==> src/rtl/fib_ovf_gen_if.sv <==
// fib_ovf_gen_if: start/index request and result bundle for the Fibonacci engine
//   i_start  start request, honoured only while o_ready=1
//   i_n      Fibonacci index, sampled on the accepting edge
//   o_ready  engine idle, can accept i_start
//   o_done   one-cycle pulse, o_fib/o_ovf updated this cycle
//   o_ovf    result exceeded MAX_VAL, o_fib saturated
//   o_fib    fib(n) or MAX_VAL on overflow
interface fib_ovf_gen_if #(
    parameter int N_W = 8,
    parameter int W   = 20
);
    logic           i_start;
    logic [N_W-1:0] i_n;
    logic           o_ready;
    logic           o_done;
    logic           o_ovf;
    logic [W-1:0]   o_fib;

    modport master (output i_start, i_n, input o_ready, o_done, o_ovf, o_fib);
    modport slave  (input i_start, i_n, output o_ready, o_done, o_ovf, o_fib);
endinterface

==> src/rtl/fib_ovf_gen.sv <==
// fib_ovf_gen: iterative fib(n) engine saturating to MAX_VAL with overflow flag
//   i_clk  clock, rising edge
//   i_rst  synchronous active-high reset
//   bus    fib_ovf_gen_if slave: i_start/i_n in, o_ready/o_done/o_ovf/o_fib out
module fib_ovf_gen #(
    parameter int N_W     = 8,
    parameter int W       = 20,
    parameter int MAX_VAL = 9999
) (
    input logic           i_clk,
    input logic           i_rst,
    fib_ovf_gen_if.slave  bus
);
    typedef enum logic [1:0] {IDLE, OP, DONE} state_t;

    localparam logic [W-1:0] MAX_W = W'(MAX_VAL);

    state_t         state;
    logic [W-1:0]   t0, t1, fib;
    logic [N_W-1:0] cnt;
    logic           ovf;

    assign bus.o_ready = state == IDLE;
    assign bus.o_done  = state == DONE;
    assign bus.o_fib   = fib;
    assign bus.o_ovf   = ovf;

    always_ff @(posedge i_clk) begin
        if (i_rst) begin
            state <= IDLE;
            t0    <= '0;
            t1    <= '0;
            cnt   <= '0;
            fib   <= '0;
            ovf   <= 1'b0;
        end else begin
            case (state)
                IDLE: if (bus.i_start) begin
                    t0    <= '0;
                    t1    <= W'(1);
                    cnt   <= bus.i_n;
                    state <= OP;
                end
                // overflow wins over cnt==0 so large n exits early at a fixed latency
                OP: if (t0 > MAX_W) begin
                    fib   <= MAX_W;
                    ovf   <= 1'b1;
                    state <= DONE;
                end else if (cnt == '0) begin
                    fib   <= t0;
                    ovf   <= 1'b0;
                    state <= DONE;
                end else begin
                    t0  <= t1;
                    t1  <= t0 + t1;
                    cnt <= cnt - N_W'(1);
                end
                DONE: state <= IDLE;
                default: state <= IDLE;
            endcase
        end
    end
endmodule

==> src/flat_wrapper.sv <==
// flat-port wrapper written by rule: the top's interface ports become plain ports
module fib_ovf_gen_flat 
#(
    parameter int N_W     = 8,
    parameter int W       = 20,
    parameter int MAX_VAL = 9999
)
  (i_clk, i_rst, bus_i_start, bus_i_n, bus_o_ready, bus_o_done, bus_o_ovf, bus_o_fib);
  fib_ovf_gen_if #(.N_W(N_W), .W(W)) bus_i ();
  input logic i_clk;
  input logic i_rst;
  input wire logic [$bits(bus_i.i_start)-1:0] bus_i_start;
  input wire logic [$bits(bus_i.i_n)-1:0] bus_i_n;
  output wire logic [$bits(bus_i.o_ready)-1:0] bus_o_ready;
  output wire logic [$bits(bus_i.o_done)-1:0] bus_o_done;
  output wire logic [$bits(bus_i.o_ovf)-1:0] bus_o_ovf;
  output wire logic [$bits(bus_i.o_fib)-1:0] bus_o_fib;
  assign bus_i.i_start = bus_i_start;
  assign bus_i.i_n = bus_i_n;
  assign bus_o_ready = bus_i.o_ready;
  assign bus_o_done = bus_i.o_done;
  assign bus_o_ovf = bus_i.o_ovf;
  assign bus_o_fib = bus_i.o_fib;
  fib_ovf_gen #(.N_W(N_W), .W(W), .MAX_VAL(MAX_VAL)) u_core (.i_clk(i_clk), .i_rst(i_rst), .bus(bus_i));
endmodule
==> config.mk <==
export PLATFORM = sky130hd
export DESIGN_NAME = fib_ovf_gen_flat
export DESIGN_NICKNAME = d
export VERILOG_FILES = /design/src/rtl/fib_ovf_gen_if.sv /design/src/rtl/fib_ovf_gen.sv /design/src/flat_wrapper.sv
export SDC_FILE = /design/constraint.sdc
export NUM_CORES = 1
export LEC_CHECK = 0
export ABC_CLOCK_PERIOD_IN_PS = 2900
export CAP_MARGIN = 30
export CORE_ASPECT_RATIO = 0.5
export CORE_MARGIN = 2
export CORE_UTILIZATION = 45
export CTS_CLUSTER_DIAMETER = 100
export DETAILED_ROUTE_END_ITERATION = 6
export GPL_TIMING_DRIVEN = 0
export MAX_ROUTING_LAYER = met4
export PLACE_DENSITY = 0.71
export SLEW_MARGIN = 15
export SYNTH_ARGS = -nofsm -noshare
export SYNTH_HDL_FRONTEND = slang
export SYNTH_SLANG_ARGS = --single-unit
==> constraint.sdc <==
create_clock -name i_clk -period 2.9 [get_ports i_clk]
set_input_delay 0.29 -clock i_clk [delete_from_list [all_inputs] [get_ports i_clk]]
set_output_delay 0.29 -clock i_clk [all_outputs]
set_load 0.05 [all_outputs]
### Yosys cells after proc, flatten, opt, wreduce, memory -nomap -nowiden

Cells that the tools add are included.

* bitwise operators: 0
* multipliers: 0
* add/sub/neg operators: 2
* multiplexer cells: 20
* div/mod/pow operators: 0
* shift operators: 0
* order comparisons: 1
* reductions and logical operators: 7
* equal/unequal tests: 6

Operators with widths (count)
* 20-bit two-way mux: 8
* 20-bit one-hot mux with 2 select lines: 2
* 8-bit two-way mux: 3
* 20-bit adder: 1
* 20-bit by 14-bit greater-than comparator with 1-bit output (second input constant): 1
* 8-bit one-hot mux with 2 select lines: 1
* 8-bit logical NOT: 1
* 8-bit by 1-bit subtractor with 8-bit output (second input constant): 1
* 2-bit two-way mux: 3
* 2-bit inequality test (second input constant): 3
* 2-bit one-hot mux with 2 select lines: 1
* 2-bit AND reduction: 2
* 4-bit AND reduction: 1
* 2-bit nonzero test: 2
* 3-bit by 1-bit inequality test with 1-bit output (second input constant): 1
* 2-bit by 1-bit == test with 1-bit output (second input constant): 1
* 2-bit == test (second input constant): 1
* 2-bit logical NOT: 1
* 1-bit two-way mux: 2

* word-level logic and storage cells: 42
* output and inout bits: 23
* latch bits: 0
* RAM bits: 0
* flip-flop bits (word level): 71
* bits of input ports: 11
* bits in read-only memories: 0
* memories: 0

### Depth between registers and ports, before layout

Gate-level depths: netlist of the first run.

* word-level depth: 4
* gate-level depth with buffers: 9
* depth with buffers taken out: 9

### Worst setup path before layout of the first run

No wires, ideal clock.

* path kind: register to register
* start point: register u_core.t0[15]
* end point: register u_core.t0[6]
* clock period less this slack: 2364 ps
* path slack: 536 ps
* stages on the path, launching flop included: 10
* setup time: 128 ps
* buffers on the path: 2
* data arrival time: 2236 ps
* cell sequence: dfxtp_1 > or4_1 > a2111oi_4 > o31ai_1 > nor3_4 > nor2_1 > buf_2 > buf_2 > a22oi_1 > nor2_1

* longest elaborated chain between the ends: 3

Ends and longest elaborated chain
* from (decl): RTL line fib_ovf_gen.sv:19 `logic [W-1:0] t0, t1, fib;`
* from (signal assigned): RTL line fib_ovf_gen.sv:54 `t0 <= t1;`
* 20-bit by 14-bit greater-than comparator with 1-bit output: RTL line fib_ovf_gen.sv:45 `OP: if (t0 > MAX_W) begin`
* 2-bit inequality test (no source line)
* 4-bit AND reduction (no source line)

Every way passes these cells.
A chain may end at the register's enable or synchronous reset.

### Final worst setup path of the first run

* start point: register u_core.t0[15]
* end point: register u_core.t0[11]

The elaborated chain is that of the path after synthesis.

==> impl_metrics.ini, run 1 <==
[sta]
finClkSkew_ns = 0.004325
finalSetupViolations = 0
worst_pin_slew_ns = 0.8108
drv_slew = 0
slew_headroom = 0.4565
hold_viol_final = 0
tns_ns = 0
rsz0062_at_grt = no
max_clock_freq_ghz = 0.3650
fin_worst_hold_slack_ns = 0.4581
min_period_ns = 2.740
post-route-period-util = 0.9448

[global_route]
met3_usage = 0.06311
top_usage_layer = met2
grt_start_max_net_pins = 12
first_global_vias = 2895
track_usage = 0.2300
grt_util_met1 = 0.3092
grt_pass1_wl_um = 14480
antenna_found_initial = 0
grt-ovfl-total = 0
grt_util_met2 = 0.3338

[clock_network]
htree_levels = 3
clock_latency_ns = 0.33
clock_sinks = 71
tritoncts = done
root_buffer = clkbuf_16
path_clk_slew_ns = 0.06
cts_buffers = 9
cts.path.max_buffers = 2

[synth]
yosysWarnings = 0
syn_inst = 412
yosys.area.top_type = dfxtp_1
synth-edff-count = 0
netlist_area_um2 = 3473
yosysSeqAreaShare = 0.4092
syn_nets = 445
yosys-top-cells-area = dfxtp_1 (41%), ha_1 (7.6%), a22oi_1 (7.3%), nor2_1 (6.8%), a21oi_1 (4.0%)
synth_cell_types = 45
synth_flop_cell = dfxtp_1
syn-mean-instance-area_um2 = 8.430
post-synth-top-count-cell = dfxtp_1
yosys_register_bits = 71
synth_common_cells = dfxtp_1 (71), nor2_1 (63), a22oi_1 (34), nand2_1 (34), a21oi_1 (28)
synth_top_area_frac = 0.4092
synth-async-reset-ratio = 0

[drt]
num_vias = 3184
antenna_left = 0
drtIter0Drc = 266
routed_via_density = 5.727
drcViolationCount = 0
wl_per_cell_um = 16.04
first_pass_iters = 5
drt_wl_total_um = 8916

[layout]
finalNetCount = 490
area.growth.synth_to_final_pct = 22.01
multi_input_area_um2 = 1972
antenna_cells = 0
final_layout_size_suffix_gt1_frac = 0.05870
regArea_um2 = 1421
fillCellCount = 683

[setup_path]
required_ns = 3.10
path_class = reg2reg
cp_max_fo = 10
worst_setup_path_end_kind = register
arrival_ns = 2.94
critPathLaunchType = register

[floorplan]
dieArea_um2 = 8480
start_util = 0.4691
pin_count = 34
core-area_um2 = 7405
placementRows = 22
fp.dieH_um = 66.13
die_w_um = 128.2

[placed_design]
gp_congestion = 0.9471
hpwl_um = 6364
portBuffers = 32

[power]
power_frac_clock = 0.398
p_leak_nw = 1.675
switching_share = 0.3033
switching_power_w = 0.0008128
pwr_density_cell_nw_per_um2 = 632.3
seqPwrFrac = 0.394
p_int_w = 0.001867
peakVddDrop_mv = 0.3019
combPwrFrac = 0.208

[job]
drv_cap = 0

[hold_path]
hold_path.class = reg2reg

[status]
status = completed
## state kept, by name, indices dropped and copies added (netlist names)
name              count
u_core.bus.o_ovf      1
u_core.cnt            8
u_core.t0            20
u_core.state          2
u_core.t1            20
u_core.bus.o_fib     20
## repair_timing
action	4_1_cts	5_1_grt
setup buffers	0	1
hold buffers	0	0
setup endpoints to repair	0	32
gates resized for setup	0	7
## final timing paths
kind	from	end	slack, ns	depth (start not counted)
setup reg to reg	u_core.t0[15]$_SDFFE_PP0P_	u_core.t0[11]$_SDFFE_PP0P_	0.16	11
hold / removal	u_core.bus.o_fib[18]$_SDFFE_PP0P_	u_core.bus.o_fib[18]$_SDFFE_PP0P_	0.46	1
hold reg to reg	u_core.bus.o_fib[18]$_SDFFE_PP0P_	u_core.bus.o_fib[18]$_SDFFE_PP0P_	0.46	1
setup / recovery	u_core.t0[15]$_SDFFE_PP0P_	u_core.t0[11]$_SDFFE_PP0P_	0.16	11
## cell usage in the layout (no fill, tap or decap), types with 9 or more instances in the layout
cell | netlist | layout
nor3_1 | 10 | 10
o21ai_0 | 12 | 12
dfxtp_1 | 71 | 71
clkbuf_1 | 16 | 16
a22oi_1 | 34 | 34
a31oi_1 | 9 | 9
clkbuf_16 | 0 | 9
o21ai_1 | 15 | 15
nand2_1 | 34 | 34
xnor2_1 | 9 | 9
clkdlybuf4s50_1 | 0 | 32
a21oi_1 | 28 | 28
nor2_1 | 63 | 62
ha_1 | 21 | 21
## logic make-up (layout without fill, tap and decap cells)
family          count (synthesis)  after routing  share of synthesized area
buf+inv                        26             74                    0.02882
compound gates                129            129                     0.2417
fa+ha+maj                      22             22                    0.08141
simple gates                  146            146                     0.1931
flops                          71             71                     0.4092
mux                             1              1                   0.002882
xor+xnor                       17             17                    0.04287
## metal layers
metal	routed length, um	vias up
li1	-	1585
met1	4411	1481
met2	3776	96
met3	567	22
met4	161	0
met5	0	-
## final cells by class
cell class	instances	area share
sequential	71	0.3354
clock buffer	10	0.05639
tap	96	0.02834
timing repair buffer	34	0.07854
buffer	18	0.01771
clock inverter	4	0.01122
multi-input combinational	315	0.4653
inverter	8	0.007086
## power groups by stage
stage	combinational [W]	clock [W]	sequential, W
floorplan	0.000322	0	0.00113
global placement	0.000542	0	0.00107
detailed placement	0.000543	0	0.00108
CTS	0.000547	0.00107	0.00106
global route	0.000611	0.00111	0.00107
finish	0.000557	0.00107	0.00106
## worst max-delay path: stages, from the launching register on
cell	delay, ns
dfxtp_1	0.33
or4_4	0.55
a2111oi_4	0.27
buf_4	0.19
o31ai_4	0.09
buf_2	0.18
nor3_4	0.27
nor2_2	0.09
buf_4	0.19
clkbuf_4	0.21
a22oi_1	0.18
nor2_1	0.06
## stage by stage
step	instances	worst slack (ns)	total power [W]	utilization	area [um^2]
finish	556	0.1602	0.002680	0.5723	4238
global route	556	0.01756	0.002785	0.5723	4238
CTS	555	0.003081	0.002677	0.5679	4205
detailed placement	541	0.01243	0.001620	0.5292	3919
global placement	540	0.09926	0.001617	0.5286	3914
floorplan	412	0.5364	0.001450	-	3473
No activity file was read; power rests on OpenSTA's default activity.
==> run 2, diff against run 1 <==
--- a/config.mk
+++ b/config.mk
@@ -14,7 +14,8 @@
 export DETAILED_ROUTE_END_ITERATION = 6
 export GPL_TIMING_DRIVEN = 0
 export MAX_ROUTING_LAYER = met4
-export PLACE_DENSITY = 0.71
+export PLACE_DENSITY_LB_ADDON = 0.1
+export SETUP_SLACK_MARGIN = 0.3
 export SLEW_MARGIN = 15
 export SYNTH_ARGS = -nofsm -noshare
 export SYNTH_HDL_FRONTEND = slang
==> run 2 against run 1 <==
  * Global-route usage increased by 1.8 points
  * Non-clock buffer count rose by 10
  * Final area rose by 7.2%
  * First-iteration DRC count shrank 23%
  * Maximum frequency rose by 4.2%
  * Utilization increased by 4.1 points
  * Critical path depth unchanged
  * Highest routed layer unchanged
==> impl_metrics.ini, run 2 (synthesis results as in run 1) <==
[status]
status = completed

[floorplan]
dieArea_um2 = 8480
core-area_um2 = 7405
pin_count = 34
placementRows = 22
die_w_um = 128.2
start_util = 0.4691
fp.dieH_um = 66.13

[job]
drv_cap = 0

[layout]
multi_input_area_um2 = 2086
regArea_um2 = 1425
antenna_cells = 0
finalNetCount = 500
instances_no_fill = 568
final_common_cell = dfxtp_1
final_area_um2 = 4544
final_util = 0.6137
area.growth.synth_to_final_pct = 30.84
final_cell_mix = dfxtp_1 (68), nor2_1 (61), nand2_1 (34)
fillCellCount = 670
final_layout_size_suffix_gt1_frac = 0.1398

[placed_design]
hpwl_um = 6877
gp_congestion = 0.9330
portBuffers = 32
place_area_um2 = 3919
dp.cells = 541

[global_route]
first_global_vias = 3131
track_usage = 0.2484
antenna_found_initial = 0
grt_start_max_net_pins = 12
grt_pass1_wl_um = 15470
grt-ovfl-total = 0

[clock_network]
path_clk_slew_ns = 0.06
cts.path.max_buffers = 2
cts_buffers = 9
clock_sinks = 71
clock_latency_ns = 0.34
root_buffer = clkbuf_16
htree_levels = 3
tritoncts = done

[sta]
drv_slew = 0
finClkSkew_ns = 0.004996
slew_headroom = 0.6140
worst_pin_slew_ns = 0.5790
tns_ns = 0
max_clock_freq_ghz = 0.3803
min_period_ns = 2.629
post-route-period-util = 0.9066
finalSetupViolations = 0
rsz0062_at_grt = yes
hold_viol_final = 0

[setup_path]
slowest_stage = or4_4
path_class = reg2reg
arrival_ns = 2.84
cp_max_fo = 6
critPathTopFamily = simple AND/OR/NAND/NOR gates
cp_num_buf_inv = 4
critical-path-max-stage-delay_ns = 0.54
required_ns = 3.11
worst_setup_path_end_kind = register
path_cells = or4_4 > a2111oi_4 > buf_4 > o31ai_4 > buf_6 > nor3_4 > nor2_4 > buf_6 > buf_4 > o21ai_1 > a21oi_1
critPathLaunchType = register

[hold_path]
hold_path.class = reg2reg

[drt]
drtIter0Drc = 205
antenna_left = 0
drcViolationCount = 0
first_pass_iters = 5
routed_via_density = 5.859
wl_per_cell_um = 17.50
drt_wl_total_um = 9942
num_vias = 3328

[power]
pwr_density_cell_nw_per_um2 = 642.9
p_leak_nw = 1.794
peakVddDrop_mv = 0.3585
[run 2: worst register-to-register path, delay by kind of cell, from the launching register on]
family / cells / cell delay [ns]
AND/OR/NAND/NOR: 3 / 0.97
buffers and inverters: 4 / 0.65
AO/OA/AOI/OAI: 4 / 0.55
flip-flops: 1 / 0.33
[run 2: stage by stage]
stage               power [W]  hold slack (ns)  setup slack, ns
global placement     0.001616           0.4442          0.05226
floorplan            0.001450           0.4400           0.5364
global route         0.003033           0.4965           0.1833
CTS                  0.002781           0.4697           0.2719
finish               0.002921           0.4733           0.2707
detailed placement   0.001628           0.4483          0.09456
[run 2: final timing paths]
path	slack, ns	cells past startpoint	to	start
max	0.27	11	u_core.cnt[4]$_SDFFE_PP0P_	u_core.t0[19]$_SDFFE_PP0P_
min	0.47	1	u_core.bus.o_fib[15]$_SDFFE_PP0P_	u_core.bus.o_fib[15]$_SDFFE_PP0P_
max reg2reg	0.27	11	u_core.cnt[4]$_SDFFE_PP0P_	u_core.t0[19]$_SDFFE_PP0P_
min reg2reg	0.47	1	u_core.bus.o_fib[15]$_SDFFE_PP0P_	u_core.bus.o_fib[15]$_SDFFE_PP0P_
[run 2: area by class of cell]
class | instances | area share
plain buffers | 18 | 0.02588
inverters | 8 | 0.006608
flip-flops and latches | 71 | 0.3136
clock inverters | 3 | 0.008811
multi-input cells | 315 | 0.4590
well taps | 96 | 0.02643
repair buffers | 44 | 0.1002
clock buffers | 13 | 0.05947
[run 2: power by group]
part | internal [W] | switching, W
Combinational | 0.000263 | 0.000454
Sequential | 0.00102 | 0.0000354
Clock | 0.000733 | 0.000414
[run 2: per-layer routing]
layer | track usage | part of all wire
met1 | 0.3149 | 0.47
met2 | 0.3823 | 0.45
met3 | 0.06796 | 0.072
met4 | 0.09478 | 0.011
met5 | - | 0
[run 2: timing repair]
action / in CTS / in global routing
cloned: 0 / 4
resized for setup: 9 / 57
endpoints found under the setup margin: 47 / 52
hold buffers: 0 / 0
buffers inserted: 2 / 5
pin swaps: 1 / 6
